**config.mk**
```make
export PLATFORM = sky130hd
export DESIGN_NAME = adder8_cla_pwr
export DESIGN_NICKNAME = d
export VERILOG_FILES = /design/src/rtl/adder8_cla_pwr.sv
export SDC_FILE = /design/constraint.sdc
export NUM_CORES = 1
export LEC_CHECK = 0
export BUFFER_PORTS_ARGS = -buffer_cell sky130_fd_sc_hd__buf_4
export CAP_MARGIN = 25
export CORE_MARGIN = 2
export CORE_UTILIZATION = 40
export DETAILED_ROUTE_END_ITERATION = 10
export GPL_ROUTABILITY_DRIVEN = 0
export GPL_TIMING_DRIVEN = 0
export PLACE_DENSITY_LB_ADDON = 0.15
export SETUP_SLACK_MARGIN = 0.15
export SLEW_MARGIN = 20
export SYNTH_ARGS = -nofsm -noshare
export SYNTH_HDL_FRONTEND = slang
export SYNTH_SLANG_ARGS = --single-unit
```
**constraint.sdc**
```tcl
create_clock -name clk -period 2.2 [get_ports clk]
set_input_delay 0.33 -clock clk [delete_from_list [all_inputs] [get_ports clk]]
set_output_delay 0.33 -clock clk [all_outputs]
set_load 0.01 [all_outputs]
```
**src/rtl/adder8_cla_pwr.sv**
```systemverilog
// rtl/adder8_cla_pwr.sv - registered 8-bit carry-lookahead adder with output-toggle counter
// Optional feature macro: ADDER_TRANS_CNT_EN (builds the transition counter when defined)
module adder8_cla_pwr #(
  parameter int PWR_CNTR_ID = 0,
  parameter int CNT_W       = 32
) (
  input  logic             clk,
  input  logic             reset_L,
  input  logic [7:0]       oprA,
  input  logic [7:0]       oprB,
  input  logic             cin,
  input  logic             in_valid,
  input  logic             trans_clr,
  output logic [7:0]       suma,
  output logic             cout,
  output logic             ovf,
  output logic             out_valid,
  output logic [CNT_W-1:0] trans_count,
  output logic [7:0]       cntr_id
);

  logic [7:0] w_g;
  logic [7:0] w_p;
  logic [8:0] w_c;
  logic       w_grp0_g;
  logic       w_grp0_p;
  logic       w_grp1_g;
  logic       w_grp1_p;
  logic [7:0] w_sum;
  logic       w_ovf;

  logic [7:0] r_suma;
  logic       r_cout;
  logic       r_ovf;
  logic       r_out_valid;

  assign w_g = oprA & oprB;
  assign w_p = oprA ^ oprB;

  // Lower group: carries c1..c3 and group generate/propagate, all flat two-level terms
  assign w_c[0] = cin;
  assign w_c[1] = w_g[0] | (w_p[0] & cin);
  assign w_c[2] = w_g[1] | (w_p[1] & w_g[0]) | (w_p[1] & w_p[0] & cin);
  assign w_c[3] = w_g[2] | (w_p[2] & w_g[1]) | (w_p[2] & w_p[1] & w_g[0])
                | (w_p[2] & w_p[1] & w_p[0] & cin);
  assign w_grp0_g = w_g[3] | (w_p[3] & w_g[2]) | (w_p[3] & w_p[2] & w_g[1])
                  | (w_p[3] & w_p[2] & w_p[1] & w_g[0]);
  assign w_grp0_p = &w_p[3:0];

  // Upper-group carry-in comes straight from the lower group's G/P, not through c3
  assign w_c[4] = w_grp0_g | (w_grp0_p & cin);

  // Upper group: same structure driven by c4
  assign w_c[5] = w_g[4] | (w_p[4] & w_c[4]);
  assign w_c[6] = w_g[5] | (w_p[5] & w_g[4]) | (w_p[5] & w_p[4] & w_c[4]);
  assign w_c[7] = w_g[6] | (w_p[6] & w_g[5]) | (w_p[6] & w_p[5] & w_g[4])
                | (w_p[6] & w_p[5] & w_p[4] & w_c[4]);
  assign w_grp1_g = w_g[7] | (w_p[7] & w_g[6]) | (w_p[7] & w_p[6] & w_g[5])
                  | (w_p[7] & w_p[6] & w_p[5] & w_g[4]);
  assign w_grp1_p = &w_p[7:4];

  // Carry out expanded over both groups so it does not wait on c4
  assign w_c[8] = w_grp1_g | (w_grp1_p & w_grp0_g) | (w_grp1_p & w_grp0_p & cin);

  assign w_sum = w_p ^ w_c[7:0];
  assign w_ovf = w_c[7] ^ w_c[8];

  // Result registers: load on in_valid, hold otherwise; out_valid is a one-cycle echo of in_valid
  always_ff @(posedge clk) begin
    if (!reset_L) begin
      r_suma      <= 8'd0;
      r_cout      <= 1'b0;
      r_ovf       <= 1'b0;
      r_out_valid <= 1'b0;
    end else begin
      r_out_valid <= in_valid;
      if (in_valid) begin
        r_suma <= w_sum;
        r_cout <= w_c[8];
        r_ovf  <= w_ovf;
      end
    end
  end

  assign suma      = r_suma;
  assign cout      = r_cout;
  assign ovf       = r_ovf;
  assign out_valid = r_out_valid;
  assign cntr_id   = 8'(PWR_CNTR_ID);

`ifdef ADDER_TRANS_CNT_EN
  logic [8:0]       w_toggle;
  logic [3:0]       w_pop;
  logic [CNT_W-1:0] w_base;
  logic [CNT_W:0]   w_ext;
  logic [CNT_W-1:0] w_cnt_next;
  logic [CNT_W-1:0] r_cnt;

  // Bits of {cout,suma} that flip when the new result is loaded; ovf is not counted
  assign w_toggle = {r_cout, r_suma} ^ {w_c[8], w_sum};

  // Popcount of the toggle vector (0..9)
  always_comb begin
    w_pop = 4'd0;
    for (int i = 0; i < 9; i++) begin
      w_pop = w_pop + {3'd0, w_toggle[i]};
    end
  end

  // A clear on the same edge restarts the count, so that edge's toggles are counted from zero
  assign w_base     = trans_clr ? '0 : r_cnt;
  assign w_ext      = {1'b0, w_base} + {{(CNT_W - 3){1'b0}}, w_pop};
  assign w_cnt_next = w_ext[CNT_W] ? {CNT_W{1'b1}} : w_ext[CNT_W-1:0];

  // Saturating activity counter; reset dominates clear, clear dominates hold
  always_ff @(posedge clk) begin
    if (!reset_L) begin
      r_cnt <= '0;
    end else if (in_valid) begin
      r_cnt <= w_cnt_next;
    end else if (trans_clr) begin
      r_cnt <= '0;
    end
  end

  assign trans_count = r_cnt;
`else
  logic w_unused_trans_clr;

  assign w_unused_trans_clr = trans_clr;
  assign trans_count        = '0;
`endif

endmodule

```
Yosys cells after proc, flatten, opt, wreduce, memory -nomap -nowiden --
Index checks and enable logic that the tools add are counted.
Word-level totals: bits in registers 11, bits of input ports 21
Cells by class: bitwise gates (word level) 57, reduce and logical (&&, ||, !) cells 2
Operators by type and width (count):
- $and A1 B1 Y1 | 32
- $or A1 B1 Y1 | 21
- $xor A8 B8 Y8 | 2
- $and A8 B8 Y8 | 1
- $reduce_and A4 Y1 | 2
- $xor A1 B1 Y1 | 1

Depth between registers and ports, before layout --
Gate-level depths: netlist (run 1).
word-level depth 9, mapped depth 9, depth with buffers taken out 9

Worst setup path before layout (run 1) --
OpenSTA, ideal clock, no wires.
path kind input to register, from in oprA[0], to reg r_suma[5] (netlist: suma[5]), data arrival time 1.902 ns, required time 2.084 ns, slack 0.182 ns, stages 9, cells stage by stage ha_1 a211oi_2 nor2_1 o21ai_0 nand2b_1 fa_1 xnor2_1 nand2_1 o211a_1
On the way: word-level cells in the longest chain between the ends 7, elaborated cells on any way between the ends 10, those cells by class 9 x bitwise; 1 x reduce/logical
Ends and longest elaborated chain:
- from (decl) | RTL line 9 | input logic [7:0] oprA,
- $xor A8 B8 Y8 or $and A8 B8 Y8 (tied branches) | RTL line 38, 37
- $reduce_and A4 Y1 or $and A1 B1 Y1 (tied branches) | RTL line 48, 47
- $and A1 B1 Y1 or $or A1 B1 Y1 (tied branches) | RTL line 51, 47
- $or A1 B1 Y1 (*) | RTL line 51 | assign w_c[4] = w_grp0_g | (w_grp0_p & cin);
- $and A1 B1 Y1 (*) | RTL line 54 | assign w_c[5] = w_g[4] | (w_p[4] & w_c[4]);
- $or A1 B1 Y1 (*) | RTL line 54
- $xor A8 B8 Y8 (*) | RTL line 65 | assign w_sum = w_p ^ w_c[7:0];
- to (signal assigned) | RTL line 78 | r_suma <= w_sum;
- to (decl) | RTL line 32 | logic [7:0] r_suma;
Every way passes the cells marked *; elsewhere a longest branch is shown, timed or not. A chain may end at the register's enable or synchronous reset.

Final worst setup path (run 1) --
Same ends and word-level chain as after synthesis.

==> results of run 1 <==
-- sequential cells by signal, indices dropped and copies added, names as in the netlist --
register	cells
suma	8
ovf	1
cout	1
out_valid	1
-- timing repair --
action / in CTS / in global routing
endpoints found under the setup margin: 1 / 1
pin swaps: 0 / 2
setup buffers: 0 / 0
gates resized for setup: 1 / 1
-- logic make-up after synthesis --
logic type                 synth area share
other                               0.00346
muxes                               0.00925
AOI/OAI and AO/OA                     0.190
xor gates and xnor gates             0.0162
and+or+nand+nor                       0.146
DFF                                   0.203
buffers and inverters                 0.303
adders and majority gates             0.129
-- worst paths after layout --
path	depth (start not counted)	to	startpoint	slack, ns
setup reg to reg	3	cout$_SDFFE_PN0P_	cout$_SDFFE_PN0P_	1.43
hold reg to reg	1	suma[5]$_SDFFE_PN0P_	suma[5]$_SDFFE_PN0P_	0.50
hold / removal	3	out_valid$_SDFF_PN0_	reset_L	0.38
setup / recovery	10	suma[5]$_SDFFE_PN0P_	oprA[0]	0.31
-- tightest hold or removal path, stage by stage --
cell,delay (ns)
sky130_fd_sc_hd__buf_4,0.12
sky130_fd_sc_hd__nand2_1,0.07
sky130_fd_sc_hd__inv_1,0.09
-- power by group through the flow --
stage          clock network [mW]  logic, mW  registers (mW)
2_1_floorplan                   0      0.186           0.240
3_3_place_gp                    0      0.271           0.232
3_5_place_dp                    0      0.278           0.232
4_1_cts                     0.146      0.279           0.228
5_1_grt                     0.158      0.312           0.230
6_report                    0.144      0.284           0.227
-- cells in the final DEF, fill, tap and decap left out, drive strengths merged, types with 2 or more instances in the layout --
| master | n |
|---|---|
| a211oi | 2 |
| a21o | 2 |
| a21oi | 3 |
| a31oi | 3 |
| and2 | 3 |
| buf | 71 |
| clkbuf | 5 |
| conb | 40 |
| dfxtp | 11 |
| fa | 2 |
| ha | 8 |
| inv | 4 |
| nand2 | 5 |
| nand3 | 4 |
| nand4 | 3 |
| nor2 | 6 |
| nor2b | 3 |
| o211a | 3 |
| o211ai | 3 |
| o21ai | 4 |
| o31ai | 2 |
-- final cells by class --
| cell class | instances | area share |
|---|---|---|
| buffer | 42 | 0.203 |
| multi-input combinational | 110 | 0.450 |
| inverter | 5 | 0.0123 |
| clock buffer | 4 | 0.0173 |
| timing repair buffer | 30 | 0.148 |
| tap | 30 | 0.0247 |
| sequential | 11 | 0.145 |
-- metrics by stage --
step	worst slack, ns	utilization	total power [mW]
after floorplan	0.182	-	0.426
after global placement	-0.0851	0.591	0.503
after detailed placement	-0.102	0.591	0.510
after CTS	0.222	0.602	0.653
after global routing	0.178	0.603	0.700
final	0.306	0.603	0.656
-- per-layer routing --
layer | part of all wire | GRT usage
met1 | 0.40 | 0.170
met2 | 0.50 | 0.261
met4 | 0.020 | 0.0612
met3 | 0.083 | 0.0256
met5 | 0 | 0
-- cells in the mapped netlist, types with 3 or more instances --
cell / n / share of area
sky130_fd_sc_hd__a21oi_1: 3 / 0.014
sky130_fd_sc_hd__a31oi_1: 3 / 0.017
sky130_fd_sc_hd__and2_1: 3 / 0.017
sky130_fd_sc_hd__buf_4: 40 / 0.28
sky130_fd_sc_hd__dfxtp_1: 11 / 0.20
sky130_fd_sc_hd__ha_1: 8 / 0.092
sky130_fd_sc_hd__inv_1: 4 / 0.014
sky130_fd_sc_hd__nand2_1: 5 / 0.017
sky130_fd_sc_hd__nand3_1: 4 / 0.018
sky130_fd_sc_hd__nand4_1: 3 / 0.017
sky130_fd_sc_hd__nor2_1: 6 / 0.021
sky130_fd_sc_hd__nor2b_1: 3 / 0.017
sky130_fd_sc_hd__o211a_1: 3 / 0.028
==> out/metrics.yaml, run 1 <==
family_of_cells_with_the_greatest_summed_delay_on_the_critical_path: "adder cells"
final_net_count: 234
post_place_cell_area_mm2: 0.00149
cts_buffers: 3
total_routing_usage_reported_by_global_routing: 0.146
routed_wire_length_per_instance_um: 10.3
post_synth_edffs: 0
floorplan.die.height_um: 56.0
finalWorstPathRequiredPeriod_ns: 1.89
cap_violations: 0
criticalPathCategory: "in2reg"
critical_path.cell_chain: "buf_4 > ha_1 > a211oi_2 > nor2_1 > o21ai_2 > nand2b_1 > fa_1 > xnor2_1 > nand2_1 > o211a_1"
cts_hold_repair.buffers: 0
synth_async_sr_flop_share: 0
detail_route.iter0.violations: 14
drive_gt1_frac: 0.381
clock_tree.htree_level_count: 1
seqPwrFrac: 0.347
clockBufferDepth: 2
die_footprint_mm2: 0.00314
first_global_vias: 875
hold_violations: 0
clk_pin_slew_worst_paths_ns: 0.07
status: "finished clean"
timing.fmax_mhz: 528
multi_input_comb_area_um2: 684
dieWidth_um: 56.0
clock_insertion_delay_worst_skew_ns: 0.27
comb_power_share: 0.433
rsz_0062_raised_after_global_routing: "no"
port_buffers: 30
critical_path.max_stage_delay_ns: 0.38
vdd_drop_max_mv: 0.260
root_buffer: "sky130_fd_sc_hd__clkbuf_4"
synth_seq_cells: 11
cp-end-kind: "flop"
hold_path_class: "in2reg"
cellInternalPower_mw: 0.434
worstPathRequired_ns: 2.38
fin_max_slew_vios: 0
layoutNonFillerInstCount: 232
netSwitchingPower_mw: 0.222
ys.warnings.count: 0
num_rows: 18
layout.area.seq_um2: 220
io_pins: 72
finalInstanceArea_mm2: 0.00152
place_hpwl_mm: 1.98
routed-via-count: 1013
overflow_after_grt: 0
syn-instance-count: 129
initial_antenna_violation_count: 0
grt_pass1_wl_mm: 3.76
pin_count_of_the_biggest_net_entering_global_routing: 11
drc: 0
cts_tree: "built"
wl_mm: 2.38
power-per-cell-area_mw_per_mm2: 431
synth_flop_cell: "sky130_fd_sc_hd__dfxtp_1"
final.setup_skew_ns: 0
hold_ws_ns: 0.382
fin_crit_sh: 0.861
cp_slowest_cell: "sky130_fd_sc_hd__fa_1"
worst-endpoint-arrival_ns: 2.07
antenna-diode-count: 0
area_growth_syn_to_layout_pct: 40.6
syn-cell-area_mm2: 0.00108
postSynthAreaPerCell_um2: 8.39
post_drt_via_cell_ratio: 4.37
critPathBufInv: 1
switching_share: 0.338
detailedRoute.firstPassIterationCount: 4
floorplan.initialDensity: 0.429
clock_sinks: 11
final-setup-viol-count: 0
startpoint_type: "input port"
critical_path.max_fanout: 3
synth_sequential_area_ratio: 0.203
synth.distinct_cells: 40
leakage_nw: 0.865
dp_cells: 228
final_antenna_net_count: 0
timing.setup.tns_ns: 0
placeableCoreArea_mm2: 0.00252
pwr-share-clk: 0.220
fillers: 246
Note: power is estimated with default switching activity, not from simulation.
==> inputs of run 2 (changes only) <==
--- a/config.mk
+++ b/config.mk
@@ -10,3 +10,3 @@
 export CORE_MARGIN = 2
-export CORE_UTILIZATION = 40
+export CORE_UTILIZATION = 42
 export DETAILED_ROUTE_END_ITERATION = 10
@@ -14,3 +14,3 @@
 export GPL_TIMING_DRIVEN = 0
-export PLACE_DENSITY_LB_ADDON = 0.15
+export PLACE_DENSITY = 0.86
 export SETUP_SLACK_MARGIN = 0.15
==> constraint.sdc (replaced) <==
create_clock -name clk -period 2.2 [get_ports clk]
set_input_delay 0.22 -clock clk [delete_from_list [all_inputs] [get_ports clk]]
set_output_delay 0.22 -clock clk [all_outputs]
set_load 0.01 [all_outputs]
==> run 2 against run 1 <==
Sequential share of layout area hardly changed. Via count fell by 1.5%. Fmax is 1.9% higher. Register-to-register slack better by 0.04 ns. Highest routed layer unchanged. Clock skew unchanged. Critical path depth stayed put. Routed wire length down 12%. Die area is 4.4% lower. Setup slack gained 0.035 ns. Core utilization increased by 1.5 points. First-iteration DRC count rose by 21%. Global-route usage is 0.24 points lower.
==> out/metrics.yaml, run 2 (same netlist as run 1, synthesis figures left out) <==
status: "finished clean"
rsz_0062_raised_after_global_routing: "no"
critical_path.max_fanout: 3
io_pins: 72
post-layout-total-power_mw: 0.650
clk_pin_slew_worst_paths_ns: 0.07
multi_input_comb_area_um2: 681
fin_max_slew_vios: 0
antenna-diode-count: 0
critical_path.max_stage_delay_ns: 0.38
most-common-layout-cells: "70 x sky130_fd_sc_hd__buf_4, 40 x sky130_fd_sc_hd__conb_1, 11 x sky130_fd_sc_hd__dfxtp_1"
final-setup-viol-count: 0
floorplan.initialDensity: 0.441
detailedRoute.firstPassIterationCount: 4
cts_setup_buffers: 0
routed-via-count: 998
cap_violations: 0
most_common_cell_after_layout_fill_and_taps_aside: "sky130_fd_sc_hd__buf_4"
drive_gt1_frac: 0.376
final.setup_skew_ns: 0
worst-endpoint-arrival_ns: 2.03
floorplan.die.height_um: 54.8
timing.setup.tns_ns: 0
port_buffers: 30
clock_sinks: 11
post-route-util: 0.618
hold_path_class: "in2reg"
critical_path.cell_chain: "buf_4 > ha_1 > a211oi_2 > nor2_1 > o21ai_0 > nand2b_1 > fa_1 > xnor2_1 > nand2_1 > o211a_1"
final_net_count: 234
detail_route.iter0.violations: 17
criticalPathCategory: "in2reg"
worstPathRequired_ns: 2.37
clockBufferDepth: 2
leakage_nw: 0.864
routed_wire_length_per_instance_um: 9.09
initial_antenna_violation_count: 0
pin_count_of_the_biggest_net_entering_global_routing: 11
place_hpwl_mm: 1.77
final_antenna_net_count: 0
first_global_vias: 776
post_drt_via_cell_ratio: 4.30
clock_insertion_delay_worst_skew_ns: 0.27
cp-end-kind: "flop"
grt_pass1_wl_mm: 3.11
family_of_cells_with_the_greatest_summed_delay_on_the_critical_path: "adder cells"
startpoint_type: "input port"
cts_repair_resize_count: 0
cts_hold_repair.buffers: 0
fillers: 237
num_rows: 18
placeableCoreArea_mm2: 0.00245
cts_buffers: 3
root_buffer: "sky130_fd_sc_hd__clkbuf_4"
critPathBufInv: 1
total_routing_usage_reported_by_global_routing: 0.144
finalWorstPathRequiredPeriod_ns: 1.86
cts_tree: "built"
cp_slowest_cell: "sky130_fd_sc_hd__fa_1"
overflow_after_grt: 0
layout.area.seq_um2: 220
hold_violations: 0
area_growth_syn_to_layout_pct: 40.2
largest_reg_flops: 8
clock_tree.htree_level_count: 1
dieWidth_um: 54.8
drc: 0
timing.fmax_mhz: 538
vdd_drop_max_mv: 0.209
fin_crit_sh: 0.845
hold_ws_ns: 0.272
wl_mm: 2.11
power-per-cell-area_mw_per_mm2: 428
die_footprint_mm2: 0.00300
==> run 2: layer usage <==
metal	up-vias	global-route usage	routed length [um]
met2	49	0.252	1030
met5	-	0	0
met3	4	0.0383	234
met1	429	0.161	818
met4	0	0.0625	30
li1	516	-	-
==> run 2: final timing paths <==
path	startpoint	end	slack, ns	cells past startpoint
worst min-delay path	reset_L	out_valid$_SDFF_PN0_	0.27	3
worst max-delay path	oprA[0]	suma[5]$_SDFFE_PN0P_	0.34	10
worst max register to register	suma[3]$_SDFFE_PN0P_	suma[3]$_SDFFE_PN0P_	1.47	2
worst min register to register	suma[0]$_SDFFE_PN0P_	suma[0]$_SDFFE_PN0P_	0.48	1
==> run 2: metrics by stage <==
step / cell area [um2] / setup slack, ns / instances
finish: 1520 / 0.342 / 232
global route: 1520 / 0.178 / 232
CTS: 1520 / 0.322 / 232
detailed placement: 1490 / 0.0348 / 228
global placement: 1490 / 0.0427 / 228
floorplan: 1230 / 0.292 / 168
==> run 2: where the power goes <==
| group | switching [mW] | leakage [nW] | internal, mW | total [mW] |
|---|---|---|---|---|
| clock | 0.0740 | 0.0150 | 0.0703 | 0.144 |
| combinational | 0.133 | 0.758 | 0.145 | 0.278 |
| sequential | 0.00949 | 0.0910 | 0.218 | 0.227 |
| total | 0.216 | 0.864 | 0.433 | 0.650 |
==> run 2: worst reg2reg max path, stage by stage (launching register included) <==
cell and delay [ns]:
sky130_fd_sc_hd__dfxtp_1 0.31, sky130_fd_sc_hd__nor2b_1 0.12, sky130_fd_sc_hd__a32o_1 0.19
==> run 2: cell type report <==
type / count / share of cell area
Multi-Input combinational cell: 110 / 0.448
Sequential cell: 11 / 0.145
Timing Repair Buffer: 30 / 0.148
Buffer: 42 / 0.204
Inverter: 5 / 0.0124
Clock buffer: 4 / 0.0173
Tap cell: 30 / 0.0247
